File: src/rtl/conv_scan_ctrl.sv
// Scan sequencer for one convolution clause engine. It walks every patch position,
// streams image columns to the datapath, and reduces the clause outputs to OR, count and first hit.
module conv_scan_ctrl #(
  parameter int IMG_W = 28,
  parameter int IMG_H = 28,
  parameter int CW    = 5,
  parameter int CNT_W = 10,
  parameter int LAT3  = 4,
  parameter int LAT5  = 5,
  parameter int LAT7  = 6
) (
  input  logic             clk,
  input  logic             rst_n,
  input  logic             start,
  input  logic [2:0]       patch_size_in,
  input  logic             abort,
  output logic             rd_en,
  output logic [CW-1:0]    rd_x,
  output logic [CW-1:0]    rd_y,
  input  logic [6:0]       rd_data,
  output logic [6:0]       pixels,
  output logic [2:0]       patch_size,
  output logic             pe_enable,
  output logic             conv_enable,
  output logic             win_valid,
  output logic [CW-1:0]    win_x,
  output logic [CW-1:0]    win_y,
  input  logic             clause_op,
  output logic             busy,
  output logic             done,
  output logic             err,
  output logic             clause_any,
  output logic [CNT_W-1:0] hit_count,
  output logic [CW-1:0]    first_x,
  output logic [CW-1:0]    first_y
);

  localparam int LMAX = (LAT3 > LAT5) ? ((LAT3 > LAT7) ? LAT3 : LAT7)
                                      : ((LAT5 > LAT7) ? LAT5 : LAT7);
  localparam int YW   = CW + 4;

  typedef enum logic [1:0] {S_IDLE, S_ROW, S_DRAIN, S_FIN} state_t;

  state_t        state, state_nxt;
  logic [CW-1:0] x, y;
  logic [7:0]    dcnt;
  logic [7:0]    lat;
  logic [2:0]    psz;
  logic          err_q, err_pulse;
  logic          psz_ok, last_col, drain_end, last_band, accept;

  logic          pix_valid;
  logic [CW-1:0] pix_x, pix_y;
  logic          win_ok;
  logic [6:0]    mask;

  logic          dl_v [LMAX];
  logic [CW-1:0] dl_x [LMAX];
  logic [CW-1:0] dl_y [LMAX];
  logic          tap_v;
  logic [CW-1:0] tap_x, tap_y;
  logic          hit;

  always_comb begin
    psz_ok    = (patch_size_in == 3'd3) || (patch_size_in == 3'd5) || (patch_size_in == 3'd7);
    accept    = (state == S_IDLE) && start && psz_ok;
    case (psz)
      3'd3:    lat = 8'(LAT3);
      3'd5:    lat = 8'(LAT5);
      default: lat = 8'(LAT7);
    endcase
    last_col  = (x == CW'(IMG_W - 1));
    drain_end = (dcnt == lat);
    last_band = (YW'(y) + YW'(psz)) >= YW'(IMG_H);
  end

  always_comb begin
    state_nxt = state;
    case (state)
      S_IDLE:  if (accept) state_nxt = S_ROW;
      S_ROW: begin
        if (abort)         state_nxt = S_IDLE;
        else if (last_col) state_nxt = S_DRAIN;
      end
      S_DRAIN: begin
        if (abort)          state_nxt = S_IDLE;
        else if (drain_end) state_nxt = last_band ? S_FIN : S_ROW;
      end
      S_FIN:   state_nxt = S_IDLE;
      default: state_nxt = S_IDLE;
    endcase
  end

  always_ff @(posedge clk or negedge rst_n) begin
    if (!rst_n) state <= S_IDLE;
    else        state <= state_nxt;
  end

  always_ff @(posedge clk or negedge rst_n) begin
    if (!rst_n) begin
      x         <= '0;
      y         <= '0;
      dcnt      <= '0;
      psz       <= '0;
      err_q     <= 1'b0;
      err_pulse <= 1'b0;
    end else begin
      err_pulse <= 1'b0;
      case (state)
        S_IDLE: begin
          if (start && psz_ok) begin
            psz   <= patch_size_in;
            x     <= '0;
            y     <= '0;
            err_q <= 1'b0;
          end else if (start) begin
            err_q     <= 1'b1;
            err_pulse <= 1'b1;
          end
        end
        S_ROW: begin
          if (abort || last_col) begin
            x    <= '0;
            dcnt <= '0;
          end else begin
            x <= x + 1'b1;
          end
        end
        S_DRAIN: begin
          dcnt <= dcnt + 1'b1;
          if (!abort && drain_end && !last_band) y <= y + 1'b1;
        end
        default: ;
      endcase
    end
  end

  // Pixel stage lags the read by one cycle; it carries the column coordinate forward
  always_ff @(posedge clk or negedge rst_n) begin
    if (!rst_n) begin
      pix_valid <= 1'b0;
      pix_x     <= '0;
      pix_y     <= '0;
    end else begin
      pix_valid <= rd_en && !abort;
      pix_x     <= x;
      pix_y     <= y;
    end
  end

  always_comb begin
    for (int unsigned i = 0; i < 7; i++) mask[i] = (i < 32'(psz));
    win_ok      = pix_valid && ((YW'(pix_x) + YW'(1)) >= YW'(psz));
    win_valid   = win_ok;
    win_x       = win_ok ? CW'(YW'(pix_x) + YW'(1) - YW'(psz)) : '0;
    win_y       = win_ok ? pix_y : '0;
    pixels      = pix_valid ? (rd_data & mask) : '0;
    pe_enable   = pix_valid || (state == S_DRAIN);
    rd_en       = (state == S_ROW);
    rd_x        = x;
    rd_y        = y;
    busy        = (state == S_ROW) || (state == S_DRAIN);
    conv_enable = busy;
    done        = (state == S_FIN) || err_pulse;
    err         = err_q;
    patch_size  = psz;
  end

  // Delay line sized for the longest latency; the tap follows the latched patch size
  always_ff @(posedge clk or negedge rst_n) begin
    if (!rst_n) begin
      for (int unsigned i = 0; i < LMAX; i++) begin
        dl_v[i] <= 1'b0;
        dl_x[i] <= '0;
        dl_y[i] <= '0;
      end
    end else if (abort && (state != S_IDLE)) begin
      for (int unsigned i = 0; i < LMAX; i++) dl_v[i] <= 1'b0;
    end else begin
      dl_v[0] <= win_valid;
      dl_x[0] <= win_x;
      dl_y[0] <= win_y;
      for (int unsigned i = 1; i < LMAX; i++) begin
        dl_v[i] <= dl_v[i-1];
        dl_x[i] <= dl_x[i-1];
        dl_y[i] <= dl_y[i-1];
      end
    end
  end

  always_comb begin
    tap_v = 1'b0;
    tap_x = '0;
    tap_y = '0;
    for (int unsigned i = 0; i < LMAX; i++) begin
      if ((i + 1) == 32'(lat)) begin
        tap_v = dl_v[i];
        tap_x = dl_x[i];
        tap_y = dl_y[i];
      end
    end
    hit = tap_v && clause_op;
  end

  always_ff @(posedge clk or negedge rst_n) begin
    if (!rst_n) begin
      clause_any <= 1'b0;
      hit_count  <= '0;
      first_x    <= '0;
      first_y    <= '0;
    end else if (accept) begin
      clause_any <= 1'b0;
      hit_count  <= '0;
      first_x    <= '0;
      first_y    <= '0;
    end else if (hit) begin
      clause_any <= 1'b1;
      if (hit_count != '1) hit_count <= hit_count + 1'b1;
      if (!clause_any) begin
        first_x <= tap_x;
        first_y <= tap_y;
      end
    end
  end

endmodule
File: config.mk
export PLATFORM = sky130hd
export DESIGN_NAME = conv_scan_ctrl
export DESIGN_NICKNAME = d
export VERILOG_FILES = /design/src/rtl/conv_scan_ctrl.sv
export SDC_FILE = /design/constraint.sdc
export NUM_CORES = 1
export LEC_CHECK = 0
export BUFFER_PORTS_ARGS = -buffer_cell sky130_fd_sc_hd__buf_2
export CORE_MARGIN = 2
export CORE_UTILIZATION = 25
export CTS_BUF_LIST = sky130_fd_sc_hd__clkbuf_2 sky130_fd_sc_hd__clkbuf_4 sky130_fd_sc_hd__clkbuf_8
export DETAILED_ROUTE_END_ITERATION = 8
export GPL_TIMING_DRIVEN = 0
export PLACE_DENSITY = 0.5
export SKIP_CTS_REPAIR_TIMING = 1
export SLEW_MARGIN = 5
export SYNTH_ARGS = -nofsm -noshare
export SYNTH_HDL_FRONTEND = slang
export SYNTH_SLANG_ARGS = --single-unit
File: constraint.sdc
create_clock -name clk -period 3.9 [get_ports clk]
set_input_delay 0.195 -clock clk [delete_from_list [all_inputs] [get_ports clk]]
set_output_delay 0.195 -clock clk [all_outputs]
set_load 0.005 [all_outputs]
Yosys cells after proc, flatten, opt, wreduce, memory -nomap -nowiden
Cells that the tools add are included.
{ "op_classes": {"addsub": 7, "n_lt_le_gt_ge": 9, "n_eq_ne": 24, "n_mux": 53, "bitwise": 1, "reduce_logical": 33} }
{ "ops": {"columns": ["op", "count"], "rows": [
  ["2-to-1 mux 5 bit", 23],
  ["2-to-1 mux 10 bit", 3],
  ["one-hot mux 5 bit (2 select lines)", 2],
  ["one-hot mux 8 bit (2 select lines)", 1],
  ["nonzero test 2 bit", 7],
  ["2-to-1 mux 1 bit", 13],
  ["2-to-1 mux 2 bit", 6],
  ["AND reduction 2 bit", 6],
  ["adder 10 x 1 -> 10 bit (second input constant)", 1],
  ["adder 5 x 1 -> 5 bit (second input constant)", 2],
  ["inequality test 10 bit (second input constant)", 1],
  ["equality test 3 bit (first input constant)", 3],
  ["equality test 3 bit (second input constant)", 3],
  ["logical AND 1 bit", 9],
  ["less-than comparator 3 bit (first input constant)", 3],
  ["adder 8 x 1 -> 8 bit (second input constant)", 1],
  ["equality test 8 bit", 1],
  ["2-to-1 mux 8 bit", 1],
  ["one-hot mux 2 bit (4 select lines)", 1],
  ["bitwise AND 7 bit", 1],
  ["2-to-1 mux 7 bit", 1],
  ["adder 5 x 1 -> 6 bit (second input constant)", 1],
  ["adder 5 x 3 -> 6 bit", 1],
  ["equality test 2 x 3 -> 1 bit (first input constant)", 2],
  ["20 further kinds", 34]
]} }
{ "totals": {"register_bits": 123, "word_cells": 159} }

Depth between registers and ports, before layout
{ "depth": {"depth_word": 12, "depth_mapped": 9, "depth_no_buf": 9} }

Least setup slack after synthesis
Ideal clock, no wire load.
{ "synth_timing": {"path_kind": "register -> register", "startpoint": "register psz[2], in the netlist patch_size[2]", "endpoint": "register dl_y[25] (netlist bit)", "setup_ns": 0.125, "arrival_time_ns": 2.234, "required_ns": 3.775, "setup_slack_ns": 1.541, "stages_incl_launch_ff": 10, "cell_sequence": "dfrtp_1 > inv_1 > clkbuf_1 > ha_1 > inv_1 > o21ai_0 > o41ai_1 > inv_1 > and2_1 > mux2_2"} }
{ "synth_between": {"elab_chain_len": 3} }
{ "synth_lines": {"columns": ["item", "line_no", "rtl"], "rows": [
  ["start: declaration", "48", "logic [2:0] psz;"],
  ["start signal: assignment", "112", "psz <= patch_size_in;"],
  ["greater-or-equal comparator 6 x 3 -> 1 bit", "153", "win_ok = pix_valid && ((YW'(pix_x) + YW'(1)) >= YW'(psz));"],
  ["logical AND 1 bit", "153", null],
  ["named net win_valid", "25", "output logic win_valid,"],
  ["2-to-1 mux 5 bit", "156", "win_y = win_ok ? pix_y : '0;"],
  ["named net win_y[0]", "27", "output logic [CW-1:0] win_y,"],
  ["end signal: indexed assignment", "186", "dl_y[i] <= dl_y[i-1];"],
  ["end: declaration", "59", "logic [CW-1:0] dl_y [LMAX];"]
]} }
The timed path passes the listed nets, and every way through them passes these cells.
A chain may end at the register's enable or synchronous reset.

Worst setup path in the final report
{ "layout_timing": {"startpoint": "register psz[2], in the netlist patch_size[2]", "endpoint": "output port win_x[3]"} }
{ "layout_between": {"elab_chain_len": 3, "word_cells_on_any_way": 4} }
{ "layout_lines": {"columns": ["item", "line_no", "rtl"], "rows": [
  ["greater-or-equal comparator 6 x 3 -> 1 bit", "153", null],
  ["logical AND 1 bit", "153", null],
  ["2-to-1 mux 5 bit *", "155", "win_x = win_ok ? CW'(YW'(pix_x) + YW'(1) - YW'(psz)) : '0;"],
  ["end: declaration", "26", "output logic [CW-1:0] win_x,"]
]} }
Mark *: on every way between the ends. The rest lies on a longest branch, timed or not.

==> flow_summary_export.csv <==
group,metric,value,unit
drt,dr.pass1.iters,4,
placement,hpwl,10360,um
floorplan,ios,73,
sta,finClkSkew,0.01436,ns
sta,worstMarginPinSlew,0.7840,ns
worst_setup_path,critical_path.top_delay_family,"buffers and inverters",
floorplan,dieWidth,157.3,um
drt,via_count,4377,
drt,vias_per_cell,4.642,
clock_tree,root_buffer,"clkbuf_8",
synthesis,yosys_warnings,0,
drt,drc_errors,0,
final_layout,fin_nets,643,
worst_setup_path,cp_max_fo,10,
worst_setup_path,cp.arrival,3.29,ns
worst_setup_path,required,3.70,ns
synthesis,synth_top_family_by_area,"compound AO/OA/AOI/OAI gates",
final_layout,stdcell_count,943,
worst_setup_path,crit_slowest_cell,"clkbuf_1",
floorplan,start_util,0.2526,
sta,setup_viol,0,
synthesis,ys_seq_area_frac,0.5239,
worst_setup_path,critical_path_class,"register to output pin",
final_layout,multi_input_area,2634,um^2
worst_setup_path,worstPathCellList,"inv_1 -> clkbuf_1 -> ha_1 -> inv_1 -> o21ai_0 -> o41ai_2 -> buf_2 -> nor3_1 -> buf_2",
final_layout,num-fill-cells,2463,
clock_tree,cts_buffers,17,
drt,post_drt_wl_per_cell,15.44,um
min_path,hold_depth,3,
placement,gp_congestion,0.7458,
sta,slew_viol_final,0,
floorplan,fp.dieH,157.3,um
synthesis,yosys-top-cells-count,"123 x dfrtp_1, 57 x mux2_2, 30 x a21oi_1",
worst_setup_path,r2r_slack,0.83,ns
clock_tree,htreeDepth,4,
synthesis,synth_compound_area_frac,0.1599,
grt,first_global_vias,4245,
placement,placed_cells,910,
clock_tree,cts_tree,"yes",
sta,fmax,286.6,MHz
synthesis,syn_area,5876,um^2
final_layout,drive_above_1_share,0.2837,
floorplan,std_cell_rows,56,
synthesis,yosysMostFrequentCell,"dfrtp_1",
synthesis,synthAdderAreaFrac,0.03876,
worst_setup_path,crit_path_start,"patch_size[2]$_DFFE_PN0P_",
power_and_ir_drop,p_leak,3.415,nW
sta,rsz0062_at_grt,"false",
clock_tree,clock-sinks,123,
grt,grt-ovfl-total,0,
job,maxCapViolations,0,
sta,min_period,3.490,ns
floorplan,core_area,23260,um^2
min_path,holdPathEnd,"patch_size[1]$_DFFE_PN0P_",
grt,grt_max_degree,70,
synthesis,synth.top_cell.area_share,0.5239,
min_path,hold_path.class,"primary input to register",
drt,drt-initial-drc-count,254,
drt,drt-total-wl,14560,um
worst_setup_path,rr_startpoint,"patch_size[2]$_DFFE_PN0P_",
sta,hold_viol_final,0,
grt,track_usage,0.1239,
final_layout,antennaDiodeCount,0,
floorplan,die-area,24740,um^2
synthesis,synth_nets,550,
worst_setup_path,cp-end-kind,"output pin",
worst_setup_path,r2r_cells,9,
grt,grt_pass1_wl,23670,um
synthesis,ys.flop_type,"dfrtp_1",
synthesis,synth_edf_count,0,
run_status,status,"complete, no violations",
synthesis,yosys.area.top_type,"dfrtp_1",
synthesis,ys_top_cells_by_area,"dfrtp_1 52%, mux2_2 11%, ha_1 3.2%, a21oi_1 2.6%, o22ai_1 2.1%",
sta,setup_tns,0,ns
final_layout,area_delta_synth_final,20.87,%
placement,io_buffers,72,
final_layout,ff_latch_area,3078,um^2
synthesis,synth_area_per_cell,11.34,um^2
worst_setup_path,crit_path_start_kind,"register",
worst_setup_path,worst-path-buf-inv,5,
sta,finalCritPeriodShare,0.8948,
min_path,min-delay-start,"patch_size_in[1]",
synthesis,synthMuxAreaShare,0.1126,
synthesis,synth-xor-area-share,0.01789,
synthesis,ys_ff_latch,123,
synthesis,syn_inst,518,
power_and_ir_drop,peakVddDrop,0.2606,mV
worst_setup_path,reg2reg_to,"dl_x[28]$_DFFE_PN0N_",
sta,slew_headroom,0.4745,
synthesis,async_reset_ff_frac,1.000,
power_and_ir_drop,powerDensity,655.5,nW/um^2
grt,antenna_found_initial,0,
clock_tree,clk_latency,0.45,ns
drt,ant_nets,0,
clock_tree,path_clk_slew,0.07,ns
clock_tree,clockBufferDepth,2,
worst_setup_path,slowest_delay,0.50,ns
synthesis,synth_cell_types,64,
synthesis,synth-simple-area-share,0.1178,
worst reg2reg max path, cell delays in order, from the launching register on:
cell	delay, ns
dfrtp_1	0.48
inv_1	0.25
clkbuf_1	0.50
ha_1	0.38
inv_1	0.06
o21ai_0	0.12
o41ai_2	0.48
buf_2	0.30
nor3_1	0.13
mux2_2	0.27
flip-flops by register name, summed over array words and instances (netlist names), 6 cells and up:
| name | cells |
|---|---|
| dl_x | 30 |
| dl_v | 6 |
| dl_y | 30 |
| hit_count | 10 |
| dcnt | 8 |
cells in the final DEF (no fill, tap or decap), drive strengths merged, types with 12 or more instances in the layout:
cell type  instances
ha                15
buf               83
inv               19
nor2              25
nand2             29
o22ai             20
dfrtp            123
nand3             12
mux2              57
clkbuf            34
a21oi             30
o21ai             22
how the worst max path moves through the flow:
stage,slack [ns],cells after the start,end
2_1_floorplan,1.54,9,dl_y[25]$_DFFE_PN0N_
3_3_place_gp,0.48,9,dl_y[29]$_DFFE_PN0N_
3_5_place_dp,0.56,9,dl_y[29]$_DFFE_PN0N_
4_1_cts,0.11,9,win_y[4]
5_1_grt,0.15,9,win_x[3]
6_report,0.41,9,win_x[3]
cells by family (layout without fill, tap and decap cells):
kind of cell               after synthesis  in the layout
AOI/OAI and AO/OA                      135            135
and+or+nand+nor                        129            129
DFF                                    123            123
muxes                                   59             59
buffers and inverters                   43            149
adders and majority gates               17             17
xor gates and xnor gates                12             12
power by group:
part	internal [W]	switching (W)	total [W]
Combinational	0.000733	0.000989	0.00172
Clock	0.000650	0.000553	0.00120
Sequential	0.00152	0.000215	0.00173
Total	0.00290	0.00176	0.00466
cell type report:
class | instances | area share
Multi-Input combinational cell | 352 | 0.3709
Clock inverter | 14 | 0.02361
Inverter | 17 | 0.008985
Timing Repair Buffer | 74 | 0.05691
Tap cell | 319 | 0.05620
Clock buffer | 18 | 0.03488
Sequential cell | 123 | 0.4334
Buffer | 26 | 0.01515
layer usage:
layer	up-vias	part of all wire	track usage
li1	2114	-	-
met1	2161	0.49	0.1739
met2	93	0.46	0.1894
met3	9	0.044	0.03166
met4	0	0.0074	0.03377
met5	-	0	0
per-stage QoR:
stage	instance area (um^2)	hold slack [ns]	utilization	setup WS (ns)	power, W
after CTS	7084	-0.2964	0.3045	0.1059	0.004700
after detailed placement	6669	0.1954	0.2867	0.5596	0.003478
after global routing	7102	0.05759	0.3053	0.1543	0.004992
after global placement	6635	0.4465	0.2852	0.4834	0.003461
final	7102	0.06096	0.3053	0.4104	0.004655
after floorplan	5876	-0.1006	-	1.541	0.002873
(Power assumes the default switching activity.)
